**src/rtl/z80_bus_tracer.sv**
```systemverilog
// Passive Z80 bus-cycle tracer: synchronises the bus pins, records one {type, addr, data}
// record per non-refresh cycle into a FWFT FIFO. Optional address window via ZTRACE_WINDOW_EN.
module z80_bus_tracer #(
    parameter int unsigned ADDR_W      = 16,
    parameter int unsigned DATA_W      = 8,
    parameter int unsigned DEPTH       = 16,
    parameter int unsigned SYNC_STAGES = 2,
    parameter int unsigned OVF_W       = 8
) (
    input  logic                         CLK,
    input  logic                         RESET_B,
    input  logic                         en,
    input  logic                         clr,
    input  logic [ADDR_W-1:0]            A,
    input  logic [DATA_W-1:0]            D,
    input  logic                         MREQ_B,
    input  logic                         IOREQ_B,
    input  logic                         RD_B,
    input  logic                         WR_B,
    input  logic                         M1_B,
    input  logic                         RFSH_B,
`ifdef ZTRACE_WINDOW_EN
    input  logic [ADDR_W-1:0]            win_lo,
    input  logic [ADDR_W-1:0]            win_hi,
`endif
    output logic                         rec_valid,
    input  logic                         rec_ready,
    output logic [2:0]                   rec_type,
    output logic [ADDR_W-1:0]            rec_addr,
    output logic [DATA_W-1:0]            rec_data,
    output logic [$clog2(DEPTH+1)-1:0]   level,
    output logic [OVF_W-1:0]             ovf_cnt,
    output logic                         ovf
);

    localparam int unsigned LVL_W  = $clog2(DEPTH + 1);
    localparam int unsigned PTR_W  = $clog2(DEPTH);
    localparam int unsigned TYPE_W = 3;
    localparam int unsigned REC_W  = TYPE_W + ADDR_W + DATA_W;
    localparam int unsigned BUS_W  = ADDR_W + DATA_W + 6;
    localparam logic [BUS_W-1:0] SYNC_RST = {{(ADDR_W + DATA_W){1'b0}}, 6'b111111};

    typedef enum logic [1:0] {ST_IDLE, ST_ACTIVE, ST_COMMIT, ST_WAIT} state_e;

    logic [BUS_W-1:0]  sync_q [SYNC_STAGES];
    logic [BUS_W-1:0]  sync_d [SYNC_STAGES];
    logic [ADDR_W-1:0] s_a;
    logic [DATA_W-1:0] s_d;
    logic              s_mreq_b, s_ioreq_b, s_rd_b, s_wr_b, s_m1_b, s_rfsh_b;
    logic              req, strobe, keep;
    logic [TYPE_W-1:0] cyc_type;

    state_e            state_q, state_d;
    logic [ADDR_W-1:0] addr_q, addr_d;
    logic [TYPE_W-1:0] type_q, type_d;
    logic [DATA_W-1:0] data_q, data_d;
    logic              push_q, push_d;

    logic [REC_W-1:0]  mem_q [DEPTH];
    logic [REC_W-1:0]  mem_d [DEPTH];
    logic [PTR_W-1:0]  wr_ptr_q, wr_ptr_d, rd_ptr_q, rd_ptr_d;
    logic [LVL_W-1:0]  level_q, level_d;
    logic [OVF_W-1:0]  ovf_cnt_q, ovf_cnt_d;
    logic              ovf_q, ovf_d;
    logic              rec_valid_q, rec_valid_d;
    logic [REC_W-1:0]  head_q, head_d;
    logic [REC_W-1:0]  push_rec;
    logic              pop, full, wr_en, lost;

    // Synchroniser chain; every bus pin travels together so a sample is self-consistent.
    always_comb begin
        sync_d[0] = {A, D, MREQ_B, IOREQ_B, RD_B, WR_B, M1_B, RFSH_B};
        for (int unsigned i = 1; i < SYNC_STAGES; i++) begin
            sync_d[i] = sync_q[i-1];
        end
    end

    assign {s_a, s_d, s_mreq_b, s_ioreq_b, s_rd_b, s_wr_b, s_m1_b, s_rfsh_b} = sync_q[SYNC_STAGES-1];

    assign req    = (!s_mreq_b && s_rfsh_b) || !s_ioreq_b;
    assign strobe = !s_rd_b || !s_wr_b || (!s_m1_b && !s_ioreq_b);

    always_comb begin
        cyc_type = 3'd1;
        if (!s_m1_b && !s_ioreq_b)                 cyc_type = 3'd5;
        else if (!s_m1_b && !s_mreq_b && !s_rd_b)  cyc_type = 3'd0;
        else if (!s_mreq_b && !s_rd_b)             cyc_type = 3'd1;
        else if (!s_mreq_b && !s_wr_b)             cyc_type = 3'd2;
        else if (!s_ioreq_b && !s_rd_b)            cyc_type = 3'd3;
        else if (!s_ioreq_b && !s_wr_b)            cyc_type = 3'd4;
    end

`ifdef ZTRACE_WINDOW_EN
    // Memory cycles outside the inclusive window are dropped; an inverted window drops them all.
    assign keep = (type_q > 3'd2) || ((addr_q >= win_lo) && (addr_q <= win_hi));
`else
    assign keep = 1'b1;
`endif

    always_comb begin
        state_d = state_q;
        addr_d  = addr_q;
        type_d  = type_q;
        data_d  = data_q;
        push_d  = 1'b0;
        case (state_q)
            ST_IDLE: begin
                if (en && req && strobe) begin
                    addr_d  = s_a;
                    type_d  = cyc_type;
                    data_d  = s_d;
                    state_d = ST_ACTIVE;
                end
            end
            ST_ACTIVE: begin
                if (strobe) data_d  = s_d;
                else        state_d = ST_COMMIT;
            end
            ST_COMMIT: begin
                push_d  = keep;
                state_d = ST_WAIT;
            end
            ST_WAIT: begin
                if (!req) state_d = ST_IDLE;
            end
            default: state_d = ST_IDLE;
        endcase
        if (clr) begin
            state_d = ST_WAIT;
            push_d  = 1'b0;
        end
    end

    // FIFO: push_q is the registered commit, so the full check sees the same cycle's pop.
    always_comb begin
        pop         = rec_valid_q && rec_ready;
        full        = (level_q == LVL_W'(DEPTH));
        wr_en       = push_q && (!full || pop);
        lost        = push_q && full && !pop;
        push_rec    = {type_q, addr_q, data_q};
        mem_d       = mem_q;
        wr_ptr_d    = wr_ptr_q;
        rd_ptr_d    = rd_ptr_q;
        level_d     = level_q;
        ovf_cnt_d   = ovf_cnt_q;
        ovf_d       = ovf_q;
        if (wr_en) begin
            mem_d[wr_ptr_q] = push_rec;
            wr_ptr_d        = wr_ptr_q + PTR_W'(1);
        end
        if (pop) rd_ptr_d = rd_ptr_q + PTR_W'(1);
        if (wr_en && !pop)      level_d = level_q + LVL_W'(1);
        else if (!wr_en && pop) level_d = level_q - LVL_W'(1);
        if (lost) begin
            ovf_d = 1'b1;
            if (ovf_cnt_q != '1) ovf_cnt_d = ovf_cnt_q + OVF_W'(1);
        end
        if (wr_en && (level_q == LVL_W'(pop))) head_d = push_rec;
        else                                   head_d = mem_q[rd_ptr_d];
        rec_valid_d = (level_d != '0);
        if (clr) begin
            wr_ptr_d    = '0;
            rd_ptr_d    = '0;
            level_d     = '0;
            ovf_cnt_d   = '0;
            ovf_d       = 1'b0;
            head_d      = '0;
            rec_valid_d = 1'b0;
        end
    end

    always_ff @(posedge CLK or negedge RESET_B) begin
        if (!RESET_B) begin
            for (int unsigned i = 0; i < SYNC_STAGES; i++) sync_q[i] <= SYNC_RST;
            for (int unsigned i = 0; i < DEPTH; i++)       mem_q[i]  <= '0;
            state_q     <= ST_IDLE;
            addr_q      <= '0;
            type_q      <= '0;
            data_q      <= '0;
            push_q      <= 1'b0;
            wr_ptr_q    <= '0;
            rd_ptr_q    <= '0;
            level_q     <= '0;
            ovf_cnt_q   <= '0;
            ovf_q       <= 1'b0;
            rec_valid_q <= 1'b0;
            head_q      <= '0;
        end else begin
            sync_q      <= sync_d;
            mem_q       <= mem_d;
            state_q     <= state_d;
            addr_q      <= addr_d;
            type_q      <= type_d;
            data_q      <= data_d;
            push_q      <= push_d;
            wr_ptr_q    <= wr_ptr_d;
            rd_ptr_q    <= rd_ptr_d;
            level_q     <= level_d;
            ovf_cnt_q   <= ovf_cnt_d;
            ovf_q       <= ovf_d;
            rec_valid_q <= rec_valid_d;
            head_q      <= head_d;
        end
    end

    assign rec_valid                      = rec_valid_q;
    assign {rec_type, rec_addr, rec_data} = head_q;
    assign level                          = level_q;
    assign ovf_cnt                        = ovf_cnt_q;
    assign ovf                            = ovf_q;

endmodule

```
**config.mk**
```make
export PLATFORM = sky130hd
export DESIGN_NAME = z80_bus_tracer
export DESIGN_NICKNAME = d
export VERILOG_FILES = /design/src/rtl/z80_bus_tracer.sv
export SDC_FILE = /design/constraint.sdc
export NUM_CORES = 1
export LEC_CHECK = 0
export BUFFER_PORTS_ARGS = -buffer_cell sky130_fd_sc_hd__buf_2
export CAP_MARGIN = 25
export CORE_ASPECT_RATIO = 0.75
export CORE_MARGIN = 2
export CORE_UTILIZATION = 65
export DETAILED_ROUTE_END_ITERATION = 12
export PLACE_DENSITY = 0.87
export SLEW_MARGIN = 20
export SYNTH_ARGS = -nofsm -noshare
export SYNTH_HDL_FRONTEND = slang
export SYNTH_SLANG_ARGS = --single-unit
```
**constraint.sdc**
```tcl
create_clock -name CLK -period 7.6 [get_ports CLK]
set_input_delay 2.28 -clock CLK [delete_from_list [all_inputs] [get_ports CLK]]
set_output_delay 2.28 -clock CLK [all_outputs]
set_load 0.005 [all_outputs]
```
==> metrics.csv, run 1 <==
stage,metric,value,unit
yosys,synth_commonest_cells,"560 x dfrtp_1, 436 x mux2_2, 96 x mux4_2",
sta,finalSetupTns,0,ps
clock_tree,cts_sinks,572,
sta,finalCritPeriodShare,0.629,
sta,rsz0062_at_grt,false,
clock_tree,cts-root-buf,clkbuf_16,
grt,grt_pass1_vias,15600,
final_layout,diodes,0,
yosys,synth_top_family_by_area,multiplexers,
floorplan,die-area,39900,um^2
grt,use_met3,0.0589,
yosys,synthAdderAreaFrac,0.00653,
yosys,ys.flop_type,dfrtp_1,
sta,finalSetupViolations,0,
final_layout,final_nets,1740,
setup_path,setup.worst_path.end_class,flop,
setup_path,arrival,5250,ps
final_layout,multiInputGateArea,9880,um^2
sta,finClkSkew,24.2,ps
power,power_density,282,nW/um^2
routing,vias,14700,
clock_tree,cts_tree,done,
clock_tree,clk_pin_slew_worst_paths,70,ps
min_path,min_path_type,flop to flop,
yosys,synth_area_leaders,"dfrtp_1 56%, mux2_2 20%, mux4_2 8.7%",
yosys,synth_edf_count,0,
power,p_leak,0.0134,uW
grt,use_met2,0.451,
yosys,synth_mux_area_frac,0.297,
setup_path,crit_required,8060,ps
floorplan,rows,62,
floorplan,chipHeight,174,um
setup_path,start_kind,primary input,
outcome,outcome,finished clean,
yosys,yosysMostFrequentCell,dfrtp_1,
yosys,synthSimpleGateAreaFrac,0.0451,
setup_path,crit_path_max_fanout,24,
final_layout,nFillCells,2267,
clock_tree,ctsLongestPathBuffers,3,
yosys,synth.cell_area,24900,um^2
floorplan,die_x,230,um
clock_tree,clk_latency,590,ps
run,maxCapViolations,0,
final_layout,final_core_util,0.719,
placed_design,dp.cells,2148,
grt,grt-busiest-layer,met2,
grt,met1_usage,0.431,
grt,antenna_found_initial,1,
sta,hold_viol_final,0,
clock_tree,ctsHtreeMaxLevel,2,
final_layout,layout-drive-gt1-share,0.435,
routing,postRouteAntennaNets,0,
yosys,synth-seq-area-share,0.575,
yosys,syn_inst,1682,
clock_tree,cts_resized,0,
routing,first_pass_iters,10,
floorplan,initial_core_util,0.655,
routing,via_per_inst,6.54,
placed_design,post-dp-hpwl,31.6,mm
clock_tree,cts_setup_buffers,0,
yosys,postSynthAreaPerCell,14.8,um^2
power,peakVddDrop,0.000204,V
sta,fmax,209,MHz
grt,grt_start_max_net_pins,162,
sta,relSlewSlack,0.232,
yosys,synth_cell_types,59,
grt,grt_pass1_wl,90.7,mm
clock_tree,postCtsHoldBufs,0,
floorplan,core_area,38000,um^2
yosys,synthArstFlopShare,1.00,
yosys,syn-num-nets,1730,
floorplan,ios,77,
yosys,synth_compound_area_frac,0.0408,
routing,drc,0,
routing,wl_per_cell,25.4,um
grt,globalRouteOverflowTotal,0,
yosys,yosys.area.top_type_share,0.563,
clock_tree,cts_buffers,51,
sta,period_minus_slack,4780,ps
yosys,synth.ff_latch_count,572,
sta,slew_violations,0,
routing,wirelength,57.1,mm
final_layout,regArea,14300,um^2
routing,drt_iter0_drc,1563,
yosys,synth_xor_area_frac,0.00663,
sta,tightestPinTransition,1150,ps
yosys,yosys.area.top_type,dfrtp_1,
grt,grt.total_usage,0.297,
final_layout,area_delta_synth_final,9.76,%
yosys,ys_warn_count,0,
placed_design,io_buffers,76,
placed_design,gp_congestion,0.835,
final_layout,fin_cells,2245,
setup_path,path_class,primary input to flop,
## critical path, cell delays in order
cell and delay [ps]:
buf_2 140, and4_1 580, a21boi_1 280, nor2_4 780, buf_4 460, mux4_2 370
o221ai_1 250, nor3_1 90
## layout make-up
class / count / area share
Clock buffer: 82 / 0.0576
Clock inverter: 12 / 0.00558
Inverter: 12 / 0.00165
Multi-Input combinational cell: 956 / 0.361
Sequential cell: 572 / 0.524
Tap cell: 512 / 0.0234
Timing Repair Buffer: 99 / 0.0264
## stage by stage
stage	instance area [um^2]	power (uW)	worst slack, ps	hold WS, ps
final	27300	7700	2820	347
after global routing	27300	8030	2680	355
after CTS	27300	7720	2910	349
after detailed placement	25600	5110	2330	336
after global placement	25400	5040	2450	333
after floorplan	24900	4650	3730	331
## sequential cells by signal, summed over array words and instances, names as in the netlist, 2 cells and up
register / flops
mem_q: 432
sync_d: 30
head_q: 27
addr_q: 16
s_a: 16
data_q: 8
ovf_cnt: 8
s_d: 8
level: 5
rd_ptr_q: 4
wr_ptr_q: 4
type_q: 3
state_q: 2
## layout by cell type, fill, tap and decap left out, drive strengths merged, types with 3 or more instances in the layout
cell and n:
xnor2 9, a22oi 13, ha 13, o21ai 21, o221ai 23, clkinv 7, xor2 9, mux2 456
nand2b 28, dfstp 12, a21oi 10, nand4 8, dfrtp 560, and3 7, a21boi 5, bufinv 3
clkbuf 82, nor2 68, o211ai 9, o22ai 23, a211oi 19, nor3 30, nand3 8, inv 13
and2 4, mux4 96, buf 99, nand2 62, a32oi 6, mux2i 9
## layer usage
layer	wire length, um	vias up
met1	24000	7728
met3	4460	161
met5	0	-
met4	2130	0
li1	-	6189
met2	26500	594
## kinds of logic after synthesis
kind of cell	after synthesis
flops	572
xor+xnor	18
fa+ha+maj	13
compound gates	141
buf+inv	154
mux	561
simple gates	223
## worst paths after layout
path | start | end | slack [ps] | cells after the start
worst max-delay path | rec_ready | head_q[4]$_DFF_PN0_ | 2820 | 8
worst min-delay path | sync_d[25]$_DFF_PN0_ | s_a[11]$_DFF_PN0_ | 350 | 0
worst max register to register | rec_valid$_DFF_PN0_ | head_q[4]$_DFF_PN0_ | 4140 | 7
worst min register to register | sync_d[25]$_DFF_PN0_ | s_a[11]$_DFF_PN0_ | 350 | 0
max in group asynchronous | RESET_B | mem_q[153]$_DFFE_PN0P_ | 4540 | 2
min in group asynchronous | RESET_B | data_q[1]$_DFFE_PN0P_ | 1730 | 1
## report_power, final
part / leakage (uW) / total [uW] / switching (uW) / internal, uW
registers: 0.00773 / 3790 / 460 / 3330
clock network: 0.000850 / 2630 / 1110 / 1520
logic: 0.00481 / 1280 / 647 / 630
total: 0.0134 / 7700 / 2220 / 5480
Note: power is estimated with default switching activity, not from simulation.
==> inputs of run 2 (changes only) <==
--- a/config.mk
+++ b/config.mk
@@ -9,9 +9,9 @@
 export CAP_MARGIN = 25
 export CORE_ASPECT_RATIO = 0.75
 export CORE_MARGIN = 2
-export CORE_UTILIZATION = 65
+export CORE_UTILIZATION = 56
 export DETAILED_ROUTE_END_ITERATION = 12
-export PLACE_DENSITY = 0.87
+export PLACE_DENSITY = 0.8
 export SLEW_MARGIN = 20
 export SYNTH_ARGS = -nofsm -noshare
 export SYNTH_HDL_FRONTEND = slang
==> constraint.sdc (replaced) <==
create_clock -name CLK -period 3.95 [get_ports CLK]
set_input_delay 1.185 -clock CLK [delete_from_list [all_inputs] [get_ports CLK]]
set_output_delay 1.185 -clock CLK [all_outputs]
set_load 0.005 [all_outputs]
==> metrics.csv, run 2 (synthesized netlist as in run 1, its figures left out) <==
stage,metric,value,unit,change
grt,grt_pass1_wl,91.4,mm,+0.81%
floorplan,die-area,46200,um^2,+16%
routing,wl_per_cell,24.8,um,-2.5%
sta,slew_violations,0,,unchanged
final_layout,most-common-layout-cells,"560 x dfrtp_1, 436 x mux2_2, 96 x mux4_2, 75 x buf_2, 66 x nor2_1",,
clock_tree,postCtsHoldBufs,0,,unchanged
routing,wirelength,58.2,mm,+1.9%
outcome,outcome,finished clean,,
setup_path,arrival,3580,ps,-1670 ps
placed_design,gp_congestion,0.846,,+1.4%
clock_tree,ctsLongestPathBuffers,3,,unchanged
sta,fmax,320,MHz,
grt,grt_start_max_net_pins,106,,-35%
routing,drc,0,,unchanged
sta,finClkSkew,21.3,ps,-2.89 ps
floorplan,rows,66,,+6.5%
grt,grt_pass1_vias,15300,,-1.6%
sta,tightestPinTransition,770,ps,-379 ps
routing,via_per_inst,6.26,,-4.2%
routing,drt_iter0_drc,1314,,-16%
final_layout,layout-drive-gt1-share,0.442,,+0.00749
setup_path,setup.worst_path.end_class,flop,,
floorplan,chipHeight,187,um,+7.6%
min_path,min_path_type,flop to flop,,
clock_tree,clk_latency,590,ps,about the same
sta,period_minus_slack,3130,ps,
power,power_density,545,nW/um^2,+94%
setup_path,crit_required,4410,ps,-3650 ps
sta,relSlewSlack,0.481,,+0.250
clock_tree,cts_resized,0,,unchanged
grt,antenna_found_initial,3,,+2
placed_design,post-dp-hpwl,32.6,mm,+3.2%
routing,first_pass_iters,5,,-5
routing,vias,14700,,+0.10%
sta,finalSetupTns,0,ps,unchanged
sta,finalSetupViolations,0,,unchanged
floorplan,initial_core_util,0.571,,-0.0840
setup_path,start_kind,flop,,
sta,hold_viol_final,0,,unchanged
final_layout,final_nets,1773,,+1.9%
final_layout,area_delta_synth_final,11.5,%,
sta,finalCritPeriodShare,0.791,,
power,p_leak,0.0136,uW,+1.3%
floorplan,core_area,43600,um^2,+15%
clock_tree,cts_sinks,572,,unchanged
clock_tree,cts_setup_buffers,0,,unchanged
routing,postRouteAntennaNets,0,,unchanged
power,peakVddDrop,0.000511,V,+150%
clock_tree,cts_buffers,54,,+5.9%
grt,globalRouteOverflowTotal,0,,unchanged
floorplan,ios,77,,unchanged
run,maxCapViolations,0,,unchanged
final_layout,top_register,mem_q,,
grt,grt.total_usage,0.260,,-0.0369
sta,rsz0062_at_grt,false,,
clock_tree,ctsHtreeMaxLevel,2,,unchanged
final_layout,largest_reg_flops,432,,unchanged
placed_design,io_buffers,76,,unchanged
floorplan,die_x,248,um,+7.6%
clock_tree,cts-root-buf,clkbuf_16,,
clock_tree,cts_tree,done,,
setup_path,path_class,flop to flop,,
clock_tree,clk_pin_slew_worst_paths,60,ps,about the same
final_layout,final_common_cell,dfrtp_1,,
power,total_power,15100,uW,+97%
setup_path,crit_path_max_fanout,31,,+29%
[run 2: where the power goes]
group,internal (uW),switching (uW),total (uW)
logic,1270,1280,2550
clock network,3060,2220,5280
registers,6410,902,7310
[run 2: routing by layer]
layer,routed length [um],GRT usage,vias up
li1,-,-,6260
met1,25500,0.384,7777
met2,26600,0.388,532
met3,4450,0.0561,116
met4,1670,0.0827,2
met5,13,0,-
[run 2: path summary, 6_finish.rpt]
kind | startpoint | end | slack [ps] | cells after the start
setup / recovery | rd_ptr_q[2]$_DFF_PN0_ | head_q[6]$_DFF_PN0_ | 820 | 8
hold / removal | sync_d[19]$_DFF_PN0_ | s_a[5]$_DFF_PN0_ | 350 | 0
setup reg to reg | rd_ptr_q[2]$_DFF_PN0_ | head_q[6]$_DFF_PN0_ | 820 | 8
hold reg to reg | sync_d[19]$_DFF_PN0_ | s_a[5]$_DFF_PN0_ | 350 | 0
max in group asynchronous | RESET_B | mem_q[383]$_DFFE_PN0P_ | 2330 | 3
min in group asynchronous | RESET_B | ovf_cnt[6]$_DFFE_PN0P_ | 630 | 1
[run 2: critical path, stage by stage (launching register included)]
cell      delay [ps]
dfrtp_1          840
inv_1            550
nor3_2           490
nor2_4            90
buf_12           210
buf_4            200
mux4_2           290
o221ai_1         210
nor3_1            90
[run 2: through the flow]
stage                     utilization  cell area (um^2)  hold slack [ps]  instances  setup WS (ps)
after floorplan                     -             24900              331       1682           1180
after global placement          0.596             26000              334       2247            715
after detailed placement        0.596             26000              335       2247            618
after CTS                       0.637             27800              349       2345            925
after global routing            0.637             27800              355       2345            678
final                           0.637             27800              347       2347            825
[run 2: area by class of cell]
class / instances / area (um^2)
Sequential cell: 572 / 14300
Clock inverter: 18 / 233
Tap cell: 578 / 723
Antenna cell: 2 / 5.00
Inverter: 12 / 45.0
Clock buffer: 80 / 1560
Timing Repair Buffer: 129 / 1010
Fill cell: 3054 / 15800
Multi-Input combinational cell: 956 / 9870
